<file path="src/rtl/float_calc_seq_if.sv">
// float_calc_seq_if: request/response bundle between the operand registers and the float calculator.
// Parameters must match the float_calc_seq instance that uses the slave modport.
interface float_calc_seq_if #(
  parameter int EXP_W = 8,
  parameter int MAN_W = 23
);
  localparam int W = EXP_W + MAN_W + 1;

  // Handshake: start is taken only while busy is low (this includes the cycle in
  // which done pulses); op/A/B are captured on that edge and may change afterwards.
  // busy stays high until the result is ready, then done pulses for exactly one
  // cycle and result/ovf/unf/err hold their values until the next done.
  logic         start;
  logic [1:0]   op;
  logic [W-1:0] A;
  logic [W-1:0] B;
  logic         busy;
  logic         done;
  logic [W-1:0] result;
  logic         ovf;
  logic         unf;
  logic         err;

  modport master (
    output start, op, A, B,
    input  busy, done, result, ovf, unf, err
  );

  modport slave (
    input  start, op, A, B,
    output busy, done, result, ovf, unf, err
  );
endinterface

</file>
<file path="src/rtl/float_calc_seq.sv">
// float_calc_seq: sequential add/sub/mul/div on EXP_W/MAN_W floats with an iterative divider.
// Optional macro FLOAT_CALC_RNE_EN: round to nearest-even in NORM instead of truncating.
module float_calc_seq #(
  parameter int EXP_W = 8,
  parameter int MAN_W = 23
) (
  input  logic            clk,
  input  logic            rst,
  float_calc_seq_if.slave bus,
  output logic [1:0]      state_dbg
);

  localparam int W  = EXP_W + MAN_W + 1;
  localparam int N  = 2 * MAN_W + 2;   // working mantissa: binary point sits below bit 2*MAN_W
  localparam int EW = EXP_W + 8;       // signed working exponent with headroom
  localparam int CW = $clog2(MAN_W + 3);

  localparam logic [1:0] OP_ADD = 2'b00;
  localparam logic [1:0] OP_SUB = 2'b01;
  localparam logic [1:0] OP_MUL = 2'b10;
  localparam logic [1:0] OP_DIV = 2'b11;

  localparam logic [EXP_W-1:0]     EXP_ONES = '1;
  localparam logic signed [EW-1:0] BIAS     = EW'((1 << (EXP_W - 1)) - 1);
  localparam logic signed [EW-1:0] EMAX     = EW'((1 << EXP_W) - 1);
  localparam logic signed [EW-1:0] FRAC_POS = EW'(2 * MAN_W);
  localparam logic [CW-1:0]        DIV_LAST = CW'(MAN_W + 2);
  localparam logic [W-1:0]         QNAN     = {1'b0, EXP_ONES, 1'b1, {(MAN_W-1){1'b0}}};

  typedef enum logic [1:0] {S_IDLE, S_UNPACK, S_EXEC, S_NORM} state_t;

  function automatic logic signed [EW-1:0] ext(input logic [EXP_W-1:0] e);
    return $signed({{(EW-EXP_W){1'b0}}, e});
  endfunction

  state_t state_q, state_d;

  // captured request
  logic [W-1:0] a_q, b_q;
  logic [1:0]   op_q;

  // unpacked operands
  logic             sa_q, sb_q;
  logic [EXP_W-1:0] ea_q, eb_q;
  logic [MAN_W:0]   ma_q, mb_q;
  logic             za_q, zb_q, ia_q, ib_q, na_q, nb_q;

  // EXEC results and divider state
  logic [N-1:0]         rm_q;
  logic signed [EW-1:0] rexp_q;
  logic                 rsign_q;
  logic [MAN_W+1:0]     rem_q;
  logic [MAN_W+2:0]     quo_q;
  logic [CW-1:0]        cnt_q;

  // output registers
  logic [W-1:0] result_q;
  logic         done_q, ovf_q, unf_q, err_q;

  // ---------------- unpack classification ----------------
  logic [EXP_W-1:0] ua_exp, ub_exp;
  logic [MAN_W-1:0] ua_frac, ub_frac;
  logic             ua_zero, ub_zero, ua_inf, ub_inf, ua_nan, ub_nan;
  logic [MAN_W:0]   ua_man, ub_man;

  assign ua_exp  = a_q[W-2 -: EXP_W];
  assign ub_exp  = b_q[W-2 -: EXP_W];
  assign ua_frac = a_q[MAN_W-1:0];
  assign ub_frac = b_q[MAN_W-1:0];
  assign ua_zero = (ua_exp == '0);
  assign ub_zero = (ub_exp == '0);
  assign ua_inf  = (ua_exp == EXP_ONES) && (ua_frac == '0);
  assign ub_inf  = (ub_exp == EXP_ONES) && (ub_frac == '0);
  assign ua_nan  = (ua_exp == EXP_ONES) && (ua_frac != '0);
  assign ub_nan  = (ub_exp == EXP_ONES) && (ub_frac != '0);
  // denormals flush to zero, so a zero exponent also clears the hidden bit
  assign ua_man  = ua_zero ? '0 : {1'b1, ua_frac};
  assign ub_man  = ub_zero ? '0 : {1'b1, ub_frac};

  // ---------------- EXEC datapath ----------------
  logic                 sb_eff, a_big, align_sticky, exec_sign;
  logic [EXP_W-1:0]     big_e, small_e;
  logic [N-1:0]         big_x, small_x, small_sh, add_m, mul_m, exec_m;
  int                   ediff;
  logic signed [EW-1:0] exec_exp;
  logic                 div_ge;
  logic [MAN_W+1:0]     div_rem;

  always_comb begin
    sb_eff   = sb_q ^ (op_q == OP_SUB);
    a_big    = {ea_q, ma_q} >= {eb_q, mb_q};
    big_e    = a_big ? ea_q : eb_q;
    small_e  = a_big ? eb_q : ea_q;
    big_x    = a_big ? {1'b0, ma_q, {MAN_W{1'b0}}} : {1'b0, mb_q, {MAN_W{1'b0}}};
    small_x  = a_big ? {1'b0, mb_q, {MAN_W{1'b0}}} : {1'b0, ma_q, {MAN_W{1'b0}}};
    ediff    = int'(big_e) - int'(small_e);

    // bits shifted out of the smaller operand fold into a sticky LSB
    small_sh     = '0;
    align_sticky = |small_x;
    if (ediff < N) begin
      small_sh     = small_x >> ediff;
      align_sticky = |(small_x & ~({N{1'b1}} << ediff));
    end
    small_sh[0] = small_sh[0] | align_sticky;

    add_m  = (sa_q == sb_eff) ? (big_x + small_sh) : (big_x - small_sh);
    mul_m  = N'(ma_q) * N'(mb_q);
    exec_m = (op_q == OP_MUL) ? mul_m : add_m;

    exec_exp  = ext(big_e);
    exec_sign = a_big ? sa_q : sb_eff;
    case (op_q)
      OP_MUL: begin
        exec_exp  = ext(ea_q) + ext(eb_q) - BIAS;
        exec_sign = sa_q ^ sb_q;
      end
      OP_DIV: begin
        exec_exp  = ext(ea_q) - ext(eb_q) + BIAS;
        exec_sign = sa_q ^ sb_q;
      end
      default: ;
    endcase

    // one restoring-division step per EXEC cycle
    div_ge  = rem_q >= {1'b0, mb_q};
    div_rem = div_ge ? (rem_q - {1'b0, mb_q}) : rem_q;
  end

  // ---------------- NORM: normalise, round, repack ----------------
  logic [N-1:0]         div_m, nm, nsh;
  int                   lead;
  logic [MAN_W-1:0]     mant;
  logic signed [EW-1:0] exp_n;
`ifdef FLOAT_CALC_RNE_EN
  logic                 rnd_up;
  logic [MAN_W:0]       mant_r;
`endif

  always_comb begin
    // quotient MSB weighs 2^0; a non-zero remainder becomes the sticky bit
    div_m = (N'(quo_q) << (MAN_W - 2)) | N'(rem_q != '0);
    nm    = (op_q == OP_DIV) ? div_m : rm_q;
    lead  = 0;
    for (int i = 0; i < N; i++) begin
      if (nm[i]) lead = i;
    end
    nsh   = nm << (N - 1 - lead);
    mant  = nsh[N-2 -: MAN_W];
    exp_n = rexp_q + EW'(lead) - FRAC_POS;
`ifdef FLOAT_CALC_RNE_EN
    rnd_up = nsh[MAN_W] & (nsh[MAN_W-1] | (|nsh[MAN_W-2:0]) | mant[0]);
    mant_r = {1'b0, mant} + {{MAN_W{1'b0}}, rnd_up};
    mant   = mant_r[MAN_W-1:0];
    if (mant_r[MAN_W]) exp_n = exp_n + EW'(1);
`endif
  end

`ifndef FLOAT_CALC_RNE_EN
  logic unused_low_bits;
  assign unused_low_bits = ^nsh[MAN_W:0];
`endif

  // special operands bypass the arithmetic result
  logic         spec_hit, spec_err, sx;
  logic [W-1:0] spec_res;

  always_comb begin
    spec_hit = 1'b0;
    spec_err = 1'b0;
    spec_res = '0;
    sx       = sa_q ^ sb_q;
    if (na_q || nb_q) begin
      spec_hit = 1'b1; spec_err = 1'b1; spec_res = QNAN;
    end else begin
      case (op_q)
        OP_ADD, OP_SUB: begin
          if (ia_q && ib_q) begin
            spec_hit = 1'b1;
            if (sa_q == sb_eff) spec_res = {sa_q, EXP_ONES, {MAN_W{1'b0}}};
            else begin spec_res = QNAN; spec_err = 1'b1; end
          end else if (ia_q) begin
            spec_hit = 1'b1; spec_res = {sa_q, EXP_ONES, {MAN_W{1'b0}}};
          end else if (ib_q) begin
            spec_hit = 1'b1; spec_res = {sb_eff, EXP_ONES, {MAN_W{1'b0}}};
          end
        end
        OP_MUL: begin
          if ((za_q && ib_q) || (ia_q && zb_q)) begin
            spec_hit = 1'b1; spec_err = 1'b1; spec_res = QNAN;
          end else if (ia_q || ib_q) begin
            spec_hit = 1'b1; spec_res = {sx, EXP_ONES, {MAN_W{1'b0}}};
          end else if (za_q || zb_q) begin
            spec_hit = 1'b1; spec_res = {sx, {(W-1){1'b0}}};
          end
        end
        default: begin
          if ((ia_q && ib_q) || (za_q && zb_q)) begin
            spec_hit = 1'b1; spec_err = 1'b1; spec_res = QNAN;
          end else if (ia_q) begin
            spec_hit = 1'b1; spec_res = {sx, EXP_ONES, {MAN_W{1'b0}}};
          end else if (ib_q) begin
            spec_hit = 1'b1; spec_res = {sx, {(W-1){1'b0}}};
          end else if (zb_q) begin
            spec_hit = 1'b1; spec_err = 1'b1; spec_res = {sx, EXP_ONES, {MAN_W{1'b0}}};
          end else if (za_q) begin
            spec_hit = 1'b1; spec_res = {sx, {(W-1){1'b0}}};
          end
        end
      endcase
    end
  end

  logic [W-1:0] res_d;
  logic         ovf_d, unf_d, err_d;

  always_comb begin
    res_d = '0;
    ovf_d = 1'b0;
    unf_d = 1'b0;
    err_d = 1'b0;
    if (spec_hit) begin
      res_d = spec_res;
      err_d = spec_err;
    end else if (nm == '0) begin
      res_d = '0;
    end else if (exp_n >= EMAX) begin
      res_d = {rsign_q, EXP_ONES, {MAN_W{1'b0}}};
      ovf_d = 1'b1;
    end else if (exp_n[EW-1] || (exp_n == '0)) begin
      res_d = {rsign_q, {(W-1){1'b0}}};
      unf_d = 1'b1;
    end else begin
      res_d = {rsign_q, exp_n[EXP_W-1:0], mant};
    end
  end

  // ---------------- FSM ----------------
  always_comb begin
    state_d = state_q;
    case (state_q)
      S_IDLE:   if (bus.start) state_d = S_UNPACK;
      S_UNPACK: state_d = S_EXEC;
      S_EXEC:   if (op_q != OP_DIV || cnt_q == DIV_LAST) state_d = S_NORM;
      S_NORM:   state_d = S_IDLE;
      default:  state_d = S_IDLE;
    endcase
  end

  always_ff @(posedge clk) begin
    if (rst) begin
      state_q  <= S_IDLE;
      done_q   <= 1'b0;
      result_q <= '0;
      ovf_q    <= 1'b0;
      unf_q    <= 1'b0;
      err_q    <= 1'b0;
    end else begin
      state_q <= state_d;
      done_q  <= (state_q == S_NORM);
      if (state_q == S_NORM) begin
        result_q <= res_d;
        ovf_q    <= ovf_d;
        unf_q    <= unf_d;
        err_q    <= err_d;
      end
    end
  end

  // datapath registers carry no reset: they are always loaded before use
  always_ff @(posedge clk) begin
    case (state_q)
      S_IDLE: begin
        if (bus.start) begin
          a_q  <= bus.A;
          b_q  <= bus.B;
          op_q <= bus.op;
        end
      end
      S_UNPACK: begin
        sa_q  <= a_q[W-1];
        sb_q  <= b_q[W-1];
        ea_q  <= ua_exp;
        eb_q  <= ub_exp;
        ma_q  <= ua_man;
        mb_q  <= ub_man;
        za_q  <= ua_zero;
        zb_q  <= ub_zero;
        ia_q  <= ua_inf;
        ib_q  <= ub_inf;
        na_q  <= ua_nan;
        nb_q  <= ub_nan;
        rem_q <= {1'b0, ua_man};
        quo_q <= '0;
        cnt_q <= '0;
      end
      S_EXEC: begin
        rexp_q  <= exec_exp;
        rsign_q <= exec_sign;
        if (op_q == OP_DIV) begin
          rem_q <= {div_rem[MAN_W:0], 1'b0};
          quo_q <= {quo_q[MAN_W+1:0], div_ge};
          cnt_q <= cnt_q + CW'(1);
        end else begin
          rm_q <= exec_m;
        end
      end
      default: ;
    endcase
  end

  assign bus.busy   = (state_q != S_IDLE);
  assign bus.done   = done_q;
  assign bus.result = result_q;
  assign bus.ovf    = ovf_q;
  assign bus.unf    = unf_q;
  assign bus.err    = err_q;
  assign state_dbg  = state_q;

endmodule
</file>
<file path="src/flat_wrapper.sv">
// flat-port wrapper written by rule: the top's interface ports become plain ports
module float_calc_seq_flat 
#(
  parameter int EXP_W = 8,
  parameter int MAN_W = 23
)
  (clk, rst, state_dbg, bus_start, bus_op, bus_A, bus_B, bus_busy, bus_done, bus_result, bus_ovf, bus_unf, bus_err);
  float_calc_seq_if #(.EXP_W(EXP_W), .MAN_W(MAN_W)) bus_i ();
  input  logic clk;
  input  logic rst;
  output logic [1:0] state_dbg;
  input wire logic [$bits(bus_i.start)-1:0] bus_start;
  input wire logic [$bits(bus_i.op)-1:0] bus_op;
  input wire logic [$bits(bus_i.A)-1:0] bus_A;
  input wire logic [$bits(bus_i.B)-1:0] bus_B;
  output wire logic [$bits(bus_i.busy)-1:0] bus_busy;
  output wire logic [$bits(bus_i.done)-1:0] bus_done;
  output wire logic [$bits(bus_i.result)-1:0] bus_result;
  output wire logic [$bits(bus_i.ovf)-1:0] bus_ovf;
  output wire logic [$bits(bus_i.unf)-1:0] bus_unf;
  output wire logic [$bits(bus_i.err)-1:0] bus_err;
  assign bus_i.start = bus_start;
  assign bus_i.op = bus_op;
  assign bus_i.A = bus_A;
  assign bus_i.B = bus_B;
  assign bus_busy = bus_i.busy;
  assign bus_done = bus_i.done;
  assign bus_result = bus_i.result;
  assign bus_ovf = bus_i.ovf;
  assign bus_unf = bus_i.unf;
  assign bus_err = bus_i.err;
  float_calc_seq #(.EXP_W(EXP_W), .MAN_W(MAN_W)) u_core (.clk(clk), .rst(rst), .bus(bus_i), .state_dbg(state_dbg));
endmodule
</file>
<file path="config.mk">
export PLATFORM = sky130hd
export DESIGN_NAME = float_calc_seq_flat
export DESIGN_NICKNAME = d
export VERILOG_FILES = /design/src/rtl/float_calc_seq_if.sv /design/src/rtl/float_calc_seq.sv /design/src/flat_wrapper.sv
export SDC_FILE = /design/constraint.sdc
export NUM_CORES = 2
export LEC_CHECK = 0
export BUFFER_PORTS_ARGS = -buffer_cell sky130_fd_sc_hd__clkbuf_2
export CAP_MARGIN = 20
export CORE_ASPECT_RATIO = 0.5
export CORE_UTILIZATION = 50
export CTS_BUF_LIST = sky130_fd_sc_hd__clkbuf_4
export CTS_CLUSTER_DIAMETER = 50
export DETAILED_ROUTE_END_ITERATION = 7
export MAX_ROUTING_LAYER = met4
export PLACE_DENSITY = 0.73
export SLEW_MARGIN = 0
export SYNTH_ARGS = -nofsm -noshare
export SYNTH_HDL_FRONTEND = slang
export SYNTH_SLANG_ARGS = --single-unit
</file>
<file path="constraint.sdc">
create_clock -name clk -period 15.6 [get_ports clk]
set_input_delay 4.68 -clock clk [delete_from_list [all_inputs] [get_ports clk]]
set_output_delay 4.68 -clock clk [all_outputs]
set_load 0.005 [all_outputs]
</file>
# ---- Word level (Yosys, flattened, before mapping)
# Cells that the tools add are included.
dict set report word_totals {
  regBits 297
  in_bits 69
  out_inout_bits 39
  elab_cells 224
}
dict set report op_classes {
  n_addsub 12
  n_mul 1
  magnitude_cmp 4
  eq_ne 14
  n_shift 3
  muxes 119
  n_bitwise 7
  n_reduce_logical 36
}
# cell count
set op_table {}
lappend op_table {{$mux W32} 15}
lappend op_table {{$mux W48} 4}
lappend op_table {{$mux W6} 16}
lappend op_table {{$reduce_or A48 Y1} 2}
lappend op_table {{$mux W47} 2}
lappend op_table {{$mux W5} 17}
lappend op_table {{$mux W24} 3}
lappend op_table {{$pmux W32 S2} 1}
lappend op_table {{$mux W31} 2}
lappend op_table {{$pmux W26 S2} 1}
lappend op_table {{$pmux W25 S2} 1}
lappend op_table {{$add A48 B48 Y48} 1}
lappend op_table {{$and A48 B48 Y48} 1}
lappend op_table {{$logic_not A48 Y1} 1}
lappend op_table {{$mul A24 B24 Y48} 1}
lappend op_table {{$not A48 Y48} 1}
lappend op_table {{$shl A48 B32 Y47} 1}
lappend op_table {{$shl A48 B32 Y48 const A} 1}
lappend op_table {{$shr A48 B32 Y48} 1}
lappend op_table {{$sub A48 B48 Y48} 1}
lappend op_table {{$or A47 B1 Y47} 1}
lappend op_table {{$logic_not A23 Y1} 2}
lappend op_table {{$reduce_bool A23 Y1} 2}
lappend op_table {{$ge A32 B32 Y1} 1}
lappend op_table {{other kinds (42)} 117}

# ---- Longest topological paths before layout
dict set report depth {
  ltp_word 58
  ltp_mapped 55
  depth_no_buf 46
}

# ---- Worst setup path before layout
# OpenSTA, ideal clock, no wires.
dict set report synth_path {
  path_kind {reg2reg}
  from {register u_core.mb_q[20]}
  to {register u_core.rm_q[46], data pin}
  setup_time_ns 0.270
  arrival_ns 10.517
  required_ns 15.330
  setup_slack_ns 4.814
  path_stages_with_launch 54
  n_path_buf 10
  period_less_slack_ns 10.786
  path_cell_list {edfxtp_1 -> clkbuf_1 -> inv_1 -> ha_1 -> nand4_1 -> nor4_4 -> nand4_1 -> o211a_1 -> buf_6 -> nand2_2 -> buf_2 -> buf_2 -> buf_1 -> clkbuf_1 -> nor2_1 -> a31oi_1 -> ha_1 -> clkbuf_1 -> [... 18 more ...] -> xnor2_1 -> ha_1 -> a21o_1 -> a21oi_1 -> o21bai_1 -> a21oi_1 -> o21bai_1 -> a21oi_1 -> o21ai_0 -> o211ai_1 -> nand3_1 -> and3_1 -> o21a_1 -> o21ai_0 -> a21oi_1 -> a21oi_1 -> xor2_1 -> o211ai_1}
}
dict set report synth_between {
  elab_chain_len 12
  elab_cells_between_ends 21
  cone_classes {3 x add/sub; 1 x mul; 2 x order compare; 2 x shift; 8 x mux; 3 x bitwise; 2 x reduce/logical}
}
# element line_no
set synth_lines {}
lappend synth_lines {{start, declared} float_calc_seq.sv:45} ;# logic [MAN_W:0] ma_q, mb_q;
lappend synth_lines {{start signal, assigned} float_calc_seq.sv:286} ;# mb_q <= ub_man;
lappend synth_lines {{$ge A32 B32 Y1} float_calc_seq.sv:91} ;# a_big = {ea_q, ma_q} >= {eb_q, mb_q};
lappend synth_lines {{$mux W8 (on tied branches)} {float_calc_seq.sv:92, float_calc_seq.sv:93}}
lappend synth_lines {{$sub A8 B8 Y9} float_calc_seq.sv:96} ;# ediff = int'(big_e) - int'(small_e);
lappend synth_lines {{$shl A48 B32 Y48} float_calc_seq.sv:103} ;# align_sticky = |(small_x & ~({N{1'b1}} << ediff));
lappend synth_lines {{$not A48 Y48} float_calc_seq.sv:103}
lappend synth_lines {{$and A48 B48 Y48} float_calc_seq.sv:103}
lappend synth_lines {{$reduce_or A48 Y1} float_calc_seq.sv:103}
lappend synth_lines {{$mux W1} float_calc_seq.sv:101} ;# if (ediff < N) begin
lappend synth_lines {{$or A1 B1 Y1} float_calc_seq.sv:105} ;# small_sh[0] = small_sh[0] | align_sticky;
lappend synth_lines {{$sub A48 B48 Y48 or $add A48 B48 Y48 (tied branches)} float_calc_seq.sv:107} ;# add_m = (sa_q == sb_eff) ? (big_x + small_sh) : (big_x - small_sh);
lappend synth_lines {{$mux W48} float_calc_seq.sv:107}
lappend synth_lines {{$mux W48 *} float_calc_seq.sv:109} ;# exec_m = (op_q == OP_MUL) ? mul_m : add_m;
lappend synth_lines {{via u_core.exec_m[46]} float_calc_seq.sv:83} ;# logic [N-1:0] big_x, small_x, small_sh, add_m, mul_m, exec_m;
lappend synth_lines {{end signal, assigned} float_calc_seq.sv:305} ;# rm_q <= exec_m;
lappend synth_lines {{end, declared} float_calc_seq.sv:49} ;# logic [N-1:0] rm_q;
# Mark *: on every way through the listed nets, which the timed path passes. The rest lies on a longest branch.
# A chain may end at the register's enable or synchronous reset.

# ---- Worst setup path in the final report
dict set report layout_path {
  from {register u_core.mb_q[2]}
  to {register u_core.rm_q[46], data pin}
}
# Same word-level chain as after synthesis.

==> results.cfg <==
[timing]
period_share_pct = 86.0
period_minus_slack_ns = 13.41
fin_skew_ns = 0.118
tightestPinTransition_ns = 1.12
fin_tns_setup_ns = 0
fin_hold_ws_ns = 0.425
slew_headroom_pct = 23.4
slew_violations = 0
rsz0062_at_grt = no
finalSetupViolCount = 0
fmax_ghz = 0.0746
finalHoldViolCount = 0

[floorplan]
num_rows = 76
ios = 108
start_util_pct = 51.0
coreArea_um2 = 86900
dieHeight_um = 213
dieArea_um2 = 89900
die_width_um = 423

[yosys]
avgSynthCellArea_um2 = 8.63
synth_edf_count = 259
synth_cell_types = 93
yosysSeqAreaShare_pct = 19.3
synthesis.nets = 6014
yosys_warnings = 0
synth_common_cells = inv_1, nand2_1, fa_1, nor2_1, ha_1
ys_ff_latch = 297
synth.most_common_cell = inv_1
ys_async_sr_fraction_pct = 0
ys.flop_type = edfxtp_1
synth_cells = 5138
yosysTopAreaCell = fa_1
netlist_area_um2 = 44300
synth_top_cell_area_share_pct = 22.0
synth.area.top_cells = fa_1, edfxtp_1, ha_1, inv_1, nand2_1

[route]
vias = 39775
drtAntennaViolNets = 0
viasPerCell = 6.27
drc = 0
firstDrtPassIters = 7
routed_wl_um = 159000
drt_iter0_markers = 4574
routedWlPerCell_um = 25.1

[worst_setup_path]
crit_type = reg2reg
cp.required_ns = 16.23
critPathMaxStageDelay_ns = 1.12
cp-start-kind = flop
cpMaxStageDelayCell = edfxtp_1
cp_data_arrival_time_ns = 14.04
cp-end-kind = flop
cp_max_fo = 47
cpMostUsedCell = a21oi_1

[global_routing]
grt_max_degree = 81
grt_use_total_pct = 36.5
grt-ovfl-total = 0
grt_pass1_wl_um = 239000
first_global_vias = 38333
antenna_found_initial = 10

[clock_tree]
cts.sinks = 297
cts_buffers = 75
ctsHoldBuffers = 0
root_buffer = clkbuf_4
postCtsSetupBuffers = 0
clk-insertion-delay-late_ns = 0.95
cts_tree = done
cts_resized = 0
path_clk_slew_ns = 0.08
htree_levels = 3
ctsLongestPathBuffers = 3

[place]
io_buffers = 107
gp_congestion = 1.08
dp_hpwl_um = 120000

[layout]
final_nets = 5981
drive_above_1_share_pct = 8.49
fillers = 8084
regArea_um2 = 8540
multiInputGateArea_um2 = 32200
syn_to_final_growth_pct = 5.76

[run_status]
status = finished clean

[worst_hold_path]
min_path_type = reg2reg

[flow_run]
max_cap_violations = 0
## logic make-up after synthesis
family                   count (synthesis)  share of synthesized area [%]
buffers and inverters                  943                           8.14
AO/OA/AOI/OAI                         1025                           15.1
AND/OR/NAND/NOR                       1727                           18.3
XOR/XNOR                               156                           3.10
adder cells (fa/ha/maj)                807                           31.0
multiplexers                           183                           4.97
flip-flops                             297                           19.3
## worst max-delay path, delay by kind of cell (launching register included)
kind	cells	cell delay [ns]
mux	2	0.53
buf+inv	4	1.59
compound gates	26	5.61
xor+xnor	2	0.38
simple gates	8	1.98
fa+ha+maj	4	1.83
flops	1	1.12
## registers in the layout, summed over array words and instances, names as in the netlist, 2 cells and up
register,cells
u_core.state_dbg,2
u_core.ea_q,8
u_core.bus.result,32
u_core.rem_q,25
u_core.mb_q,24
u_core.rexp_q,16
u_core.quo_q,26
u_core.rm_q,48
u_core.b_q,32
u_core.op_q,2
u_core.eb_q,8
u_core.ma_q,24
u_core.a_q,32
u_core.cnt_q,5
## layout make-up
type / count / area share [%]
flip-flops and latches: 297 / 18.2
multi-input cells: 3898 / 68.8
clock buffers: 103 / 1.65
clock inverters: 29 / 0.408
repair buffers: 205 / 2.73
well taps: 1170 / 3.12
inverters: 628 / 5.03
diodes: 10 / 0.0534
## layer usage
layer	part of all wire [%]	track usage, %	vias up
li1	-	-	17420
met1	41	49.4	19567
met2	42	51.4	2366
met3	13	10.6	422
met4	4.3	13.8	0
met5	0	-	-
## metrics by stage
stage	std cells	area, um^2	util [%]	worst slack, ns
finish	6340	46900	53.9	2.19
global route	6339	46900	53.9	1.43
CTS	6327	46800	53.9	2.66
detailed placement	6195	45900	52.8	2.79
global placement	6194	45800	52.8	3.02
floorplan	5138	44300	-	4.81
## layout by cell type (no fill, tap or decap), drive strengths merged, types with 26 or more instances in the layout
| cell type | synthesis | routed |
|---|---|---|
| nor2 | 377 | 377 |
| fa | 487 | 487 |
| nand2b | 43 | 43 |
| a211oi | 62 | 62 |
| ha | 320 | 320 |
| nand3 | 97 | 97 |
| edfxtp | 259 | 259 |
| o21bai | 26 | 26 |
| inv | 619 | 620 |
| clkbuf | 248 | 211 |
| a31oi | 41 | 41 |
| o21a | 40 | 40 |
| nor3 | 130 | 130 |
| o21ai | 228 | 228 |
| mux4 | 27 | 27 |
| xnor2 | 96 | 96 |
| o211ai | 36 | 36 |
| xor2 | 60 | 60 |
| a21oi | 272 | 272 |
| nor4 | 43 | 43 |
| and2 | 238 | 238 |
| nand2 | 620 | 620 |
| o22ai | 37 | 37 |
| mux2i | 129 | 129 |
| clkinv | 9 | 32 |
| o31ai | 32 | 32 |
| mux2 | 27 | 27 |
| a21o | 49 | 49 |
| or3 | 30 | 30 |
| nand4 | 27 | 27 |
| nor2b | 42 | 42 |
| buf | 67 | 97 |
| dfxtp | 38 | 38 |
## final timing paths
path | slack (ns) | from | to | depth (start not counted)
max | 2.19 | u_core.mb_q[2]$_SDFFCE_PP0P_ | u_core.rm_q[46]$_DFFE_PP_ | 46
min | 0.43 | u_core.a_q[31]$_DFFE_PP_ | u_core.sa_q$_DFFE_PP_ | 0
max reg2reg | 2.19 | u_core.mb_q[2]$_SDFFCE_PP0P_ | u_core.rm_q[46]$_DFFE_PP_ | 46
min reg2reg | 0.43 | u_core.a_q[31]$_DFFE_PP_ | u_core.sa_q$_DFFE_PP_ | 0
Power is not shown: default switching activity piles up to over one toggle a cycle in this logic, so the estimate is an artifact.
